==> config.mk <==
export PLATFORM = sky130hd
export DESIGN_NAME = prei_md_ram_ctrl
export DESIGN_NICKNAME = d
export VERILOG_FILES = /design/src/rtl/prei_md_ram_ctrl.sv
export SDC_FILE = /design/constraint.sdc
export NUM_CORES = 1
export LEC_CHECK = 0
export ABC_AREA = 1
export BUFFER_PORTS_ARGS = -buffer_cell sky130_fd_sc_hd__buf_2
export CAP_MARGIN = 20
export CORE_UTILIZATION = 32
export DETAILED_ROUTE_END_ITERATION = 8
export PLACE_DENSITY = 0.6
export SLEW_MARGIN = 30
export SYNTH_ARGS = -nofsm -noshare
export SYNTH_HDL_FRONTEND = slang
export SYNTH_SLANG_ARGS = --single-unit
==> constraint.sdc <==
create_clock -name clk -period 4.32 [get_ports clk]
set_input_delay 1.296 -clock clk [delete_from_list [all_inputs] [get_ports clk]]
set_output_delay 1.296 -clock clk [all_outputs]
set_load 0.01 [all_outputs]
==> src/rtl/prei_md_ram_ctrl.sv <==
`default_nettype none
// ---------------------------------------------------------------------------
// prei_md_ram_ctrl : round-robin arbiter and initialiser for the 85x6 intra
//                    mode RAM (one mode per 4x4/8x8/16x16/32x32 block).
// Revision 1.0
// ---------------------------------------------------------------------------
module prei_md_ram_ctrl #(
  parameter int                ADR_WD  = 7,
  parameter int                ADR     = 85,
  parameter int                DAT_WD  = 6,
  parameter logic [DAT_WD-1:0] CLR_VAL = 6'd1
) (
  input  logic              clk,
  input  logic              rst,
  input  logic              clr_start_i,
  output logic              clr_done_o,
  output logic              busy_o,
  input  logic              wr_req_i,
  input  logic [ADR_WD-1:0] wr_adr_i,
  input  logic [DAT_WD-1:0] wr_dat_i,
  output logic              wr_ack_o,
  input  logic              rd_req_i,
  input  logic [ADR_WD-1:0] rd_adr_i,
  output logic              rd_ack_o,
  output logic              rd_val_o,
  output logic [DAT_WD-1:0] rd_dat_o,
  output logic [ADR_WD-1:0] ram_adr_o,
  output logic              ram_wr_ena_o,
  output logic [DAT_WD-1:0] ram_wr_dat_o,
  output logic              ram_rd_ena_o,
  input  logic [DAT_WD-1:0] ram_rd_dat_i
);

  localparam logic [ADR_WD-1:0] ADR_LIM  = ADR_WD'(ADR);
  localparam logic [ADR_WD-1:0] ADR_LAST = ADR_WD'(ADR - 1);

  typedef enum logic [0:0] {
    IDLE = 1'b0,
    CLR  = 1'b1
  } state_t;

  state_t            state;
  logic [ADR_WD-1:0] clr_cnt;
  logic              last_wr;
  logic              clr_done;
  logic              rd_val;
  logic              rd_oor;

  logic wr_gnt;
  logic rd_gnt;
  logic wr_in_rng;
  logic rd_in_rng;

  assign wr_in_rng = (wr_adr_i < ADR_LIM);
  assign rd_in_rng = (rd_adr_i < ADR_LIM);

  // Grants are gated by rst so the acks read as reset values while rst is high.
  always_comb begin
    wr_gnt = 1'b0;
    rd_gnt = 1'b0;
    if (!rst && state == IDLE && !clr_start_i) begin
      if (wr_req_i && (!rd_req_i || !last_wr)) begin
        wr_gnt = 1'b1;
      end else if (rd_req_i) begin
        rd_gnt = 1'b1;
      end
    end
  end

  always_comb begin
    ram_adr_o    = '0;
    ram_wr_ena_o = 1'b1;
    ram_rd_ena_o = 1'b1;
    ram_wr_dat_o = '0;
    if (state == CLR) begin
      ram_adr_o    = clr_cnt;
      ram_wr_ena_o = 1'b0;
      ram_wr_dat_o = CLR_VAL;
    end else if (wr_gnt && wr_in_rng) begin
      ram_adr_o    = wr_adr_i;
      ram_wr_ena_o = 1'b0;
      ram_wr_dat_o = wr_dat_i;
    end else if (rd_gnt && rd_in_rng) begin
      ram_adr_o    = rd_adr_i;
      ram_rd_ena_o = 1'b0;
    end
  end

  always_ff @(posedge clk or posedge rst) begin
    if (rst) begin
      state    <= IDLE;
      clr_cnt  <= '0;
      last_wr  <= 1'b0;
      clr_done <= 1'b0;
      rd_val   <= 1'b0;
      rd_oor   <= 1'b0;
    end else begin
      clr_done <= 1'b0;
      rd_val   <= rd_gnt;
      rd_oor   <= rd_gnt && !rd_in_rng;
      if (wr_gnt) begin
        last_wr <= 1'b1;
      end else if (rd_gnt) begin
        last_wr <= 1'b0;
      end
      case (state)
        IDLE: begin
          if (clr_start_i) begin
            state   <= CLR;
            clr_cnt <= '0;
          end
        end
        CLR: begin
          if (clr_cnt == ADR_LAST) begin
            state    <= IDLE;
            clr_cnt  <= '0;
            clr_done <= 1'b1;
          end else begin
            clr_cnt <= clr_cnt + 1'b1;
          end
        end
        default: state <= IDLE;
      endcase
    end
  end

  assign wr_ack_o   = wr_gnt;
  assign rd_ack_o   = rd_gnt;
  assign busy_o     = (state == CLR);
  assign clr_done_o = clr_done;
  assign rd_val_o   = rd_val;
  // Out-of-range reads still return a valid beat, but with zero data.
  assign rd_dat_o   = (rd_val && !rd_oor) ? ram_rd_dat_i : '0;

endmodule
`default_nettype wire

## Yosys cells after proc, flatten, opt, wreduce, memory -nomap -nowiden

Index checks and enable logic that the tools add are counted.

| cells by class | value |
|---|---|
| bitwise logic cells | 1 |
| $add $sub $neg | 1 |
| mux-type cells | 26 |
| order comparisons | 2 |
| eq/ne operators | 2 |
| reduce and logical (&&, ||, !) cells | 15 |

Operators with widths:

| cell | count |
|---|---|
| $mux W7 | 5 |
| $mux W6 | 3 |
| $mux W1 | 16 |
| $lt A7 B7 Y1 const B | 2 |
| $pmux W7 S2 | 1 |
| $add A7 B1 Y7 const B | 1 |
| $eq A7 B7 Y1 const B | 1 |
| $logic_and A1 B1 Y1 | 7 |
| $logic_not A1 Y1 | 6 |
| $ne A2 B2 Y1 const B | 1 |
| $pmux W1 S2 | 1 |
| $reduce_bool A2 Y1 | 1 |
| $logic_or A1 B1 Y1 | 1 |
| $not A1 Y1 | 1 |

| word-level totals | value |
|---|---|
| output and inout port bits | 26 |
| register bits | 12 |
| logic and storage cells | 53 |

## Longest topological paths before layout

| logic depth | value |
|---|---|
| depth in word-level cells | 9 |
| mapped depth | 8 |
| depth with buffers taken out | 8 |

## Least setup slack after synthesis

Ideal clock, no wire load.

| timing path | value |
|---|---|
| path type | input -> output |
| start | input port rst |
| end | output port ram_wr_dat_o[1] |
| stages | 6 |
| required time | 3.024 ns |
| data arrival time | 2.270 ns |
| slack | 0.754 ns |
| cell sequence | inv_1 nand2_4 nor2_8 and2_4 nand2_4 nor2_2 |

| on the way | value |
|---|---|
| longest elaborated chain between the ends | 7 |

RTL lines:

| element | RTL line | source |
|---|---|---|
| start: declaration | 14 | `input logic rst,` |
| $logic_not A1 Y1 (no source line) | - |  |
| $logic_and A1 B1 Y1 (2 in a row) | 61 | `if (!rst && state == IDLE && !clr_start_i) begin` |
| $mux W1 | 61 |  |
| via wr_ack_o | 21 | `output logic wr_ack_o,` |
| $logic_and A1 B1 Y1 | 79 | `end else if (wr_gnt && wr_in_rng) begin` |
| $mux W6 | 79 |  |
| $mux W6 | 75 | `if (state == CLR) begin` |
| end: declaration | 29 | `output logic [DAT_WD-1:0] ram_wr_dat_o,` |

The timed path passes the listed nets, and every way through them passes these cells.

## Final worst setup path

| timing path | value |
|---|---|
| start | input port clr_start_i |
| end | output port ram_wr_dat_o[3] |

| on the way | value |
|---|---|
| longest elaborated chain between the ends | 6 |

RTL lines:

| element | RTL line | source |
|---|---|---|
| start: declaration | 15 | `input logic clr_start_i,` |
| $logic_not A1 Y1 | 61 |  |
| $logic_and A1 B1 Y1 | 61 |  |
| $mux W1 | 61 |  |
| $logic_and A1 B1 Y1 | 79 |  |
| $mux W6 | 79 |  |
| $mux W6 | 75 |  |

Every way passes these cells.

==> metrics.txt <==
first-pass iteration count of the detailed router=7; top area cells in the synthesized netlist=dfrtp_1 31%, nand2_1 15%, nor2_1 8.4%, nand4_1 8.3%, inv_1 8.0%; Worst VDD drop=0.3535 mV; crit-path max FO=9; Placer Congestion=0.9054; Buffers on Ports=56; Vias=1,148; Max Fclk=275.4 MHz; CTS tree=yes; initial antenna violation count=0; max-slew violations=0; Placeable Area=2829 sq um; Post-Syn Instances=150; CTS sink count=12; maximum buffer depth of the clock tree=2; residual DRC count=8; top cell type's share of synthesized area=0.3053; setup violators final=0; first-pass GRT wire length=4.298 mm; Critical path buffers and inverters=2; drt total wl=2.714 mm; WP data required=3.02 ns; Total Power=0.0005420 W; H-tree level count=1; CP startpoint kind=input pin; area leader, netlist=dfrtp_1; power share of the sequential group=0.379; crit path DAT=2.33 ns; maxcap violations=0; Setup Skew=0.001254 ns; Avg Cell Area, Syn=6.556 sq um; Int Power=0.0003119 W; Routed wire per std cell=11.31 um; DRT iter0 DRCs=83; layout net count=243; TNS Setup=0 ns; Initial Utilization=0.3476; CP Class=input pin to output pin; Finished Cell Area=1336 sq um; GRT Total Usage=0.1638; FP Rows=19; synth warn=0; Max-slew headroom=0.7120; Die Footprint=3299 sq um; final hold vios=0; n_diodes=0; IO Pins=57; vias in the first global route=1,071; Detail Placement HPWL=2.304 mm; Mapped Area=983.4 sq um; pin count of the biggest net entering global routing=14; worst skew pair latency=0.27 ns; most frequent cells in the layout=56 x buf_2, 40 x nand2_1, 22 x nor2_1, 21 x inv_1; Seq/Total Area, Yosys=0.3053; Top delay family on crit path=simple AND/OR/NAND/NOR gates; post-CTS setup-driven buffer insertion count=0; P per Cell Area=405.6 nW/um^2; Hold Path Class=flop to flop; Least-Margin Pin Slew=0.4320 ns; hold buffer count at CTS=0; unrepaired setup endpoints after global routing=no; violated checks=DRC; switch share=0.4245; commonest non-fill, non-tap cell in the layout=buf_2; static leakage=0.7940 nW; synthesized net count=183; Die X=57.44 um; share of layout cells above drive strength 1=0.3589; Tmin final=3.630 ns; net load switching power=0.0002301 W; status=finished, violations left; critical-path cell list=buf_2, nor2_4, nand2_4, nor2_8, and2_4, nand2_4, nor2_2, buf_2; Placement Cell Area=1300 sq um; clock share of power=0.161; DR vias/cell=4.783; Clock transition at path regs=0.07 ns; synthesis-to-layout area growth=35.88%; CTS Buf Count=3; Post-CTS Resized=0; post-synthesis register bit count=12; Tcrit/Tclk final=0.8404; CTS Root Cell=clkbuf_4; Logic pwr share=0.460; Worst path slowest cell=and2_4; Die Ht=57.44 um; Yosys cell types=25; Crit. End Element=output pin; Congestion Overflow GR=0; slowest stage delay, CP=0.19 ns; Final ANT Viol Nets=0
[registers in the layout (all words and copies together), names as in the netlist]
signal	flops
clr_done_o	1
clr_cnt	7
last_wr	1
rd_oor	1
rd_val_o	1
busy_o	1
[metrics by stage]
step | std cells | util | hold slack [ns] | worst slack (ns)
global route | 240 | 0.4724 | 0.5704 | 0.6215
floorplan | 150 | - | 0.4661 | 0.7535
global placement | 236 | 0.4595 | 0.5260 | 0.7000
CTS | 240 | 0.4724 | 0.5275 | 0.6842
detailed placement | 236 | 0.4595 | 0.5106 | 0.6867
finish | 240 | 0.4724 | 0.5164 | 0.6895
[power by group through the flow]
stage	registers, W	logic, W	clock network [W]
floorplan	0.000185	0.000178	0
global placement	0.000205	0.000247	0
detailed placement	0.000208	0.000251	0
CTS	0.000205	0.000253	0.0000904
global route	0.000213	0.000284	0.0000946
finish	0.000205	0.000249	0.0000872
[layer usage]
metal  up-vias  part of all wire  track usage
li1        593                 -            -
met1       496              0.41       0.1980
met2        59              0.48       0.2890
met3         0              0.11      0.04082
met4         0                 0      0.04181
met5         -                 0            0
[cell usage after synthesis]
| master | n |
|---|---|
| nand2_1 | 40 |
| nor2_1 | 22 |
| inv_1 | 21 |
| nand3_1 | 13 |
| nand4_1 | 13 |
| dfrtp_1 | 12 |
| nor2_2 | 5 |
| buf_2 | 2 |
| ha_1 | 2 |
| inv_2 | 2 |
| nand2_4 | 2 |
| nand3b_1 | 2 |
| o22ai_1 | 2 |
| a21boi_1 | 1 |
| a21oi_1 | 1 |
| and2_4 | 1 |
| buf_4 | 1 |
| nand2_2 | 1 |
| nor2_4 | 1 |
| nor2_8 | 1 |
| o21ai_0 | 1 |
| o21ai_1 | 1 |
| o21bai_1 | 1 |
| xnor2_1 | 1 |
| xor2_1 | 1 |
[cells by family (layout without fill, tap and decap cells)]
logic type,after synthesis,after routing,share of synthesized area
and+or+nand+nor,101,101,0.5025
AOI/OAI and AO/OA,7,7,0.04325
xor gates and xnor gates,2,2,0.01781
DFF,12,12,0.3053
buffers and inverters,26,85,0.1056
adders and majority gates,2,2,0.02544
[final timing paths]
path / from / depth (start not counted) / slack (ns) / end
worst max-delay path: clr_start_i / 8 / 0.69 / ram_wr_dat_o[3]
worst min-delay path: last_wr / 2 / 0.52 / last_wr
worst max register to register: busy_o / 5 / 2.88 / rd_oor
worst min register to register: last_wr / 2 / 0.52 / last_wr
max in group asynchronous: rst / 3 / 3.04 / clr_cnt[1]
min in group asynchronous: rst / 3 / 1.12 / clr_done_o
[cell type report]
cell class	count	area (sq um)
multi-input cells	112	579.3
fillers	300	1493
repair buffers	58	295.3
inverters	23	86.33
flip-flops and latches	12	300.3
clock buffers	4	36.28
well taps	31	38.79
[tightest hold or removal path, stage by stage (launching register included)]
cell and delay [ns]:
dfrtp_1 0.35, nor2_1 0.05, nor2_1 0.08
Note: power is estimated with default switching activity, not from simulation.
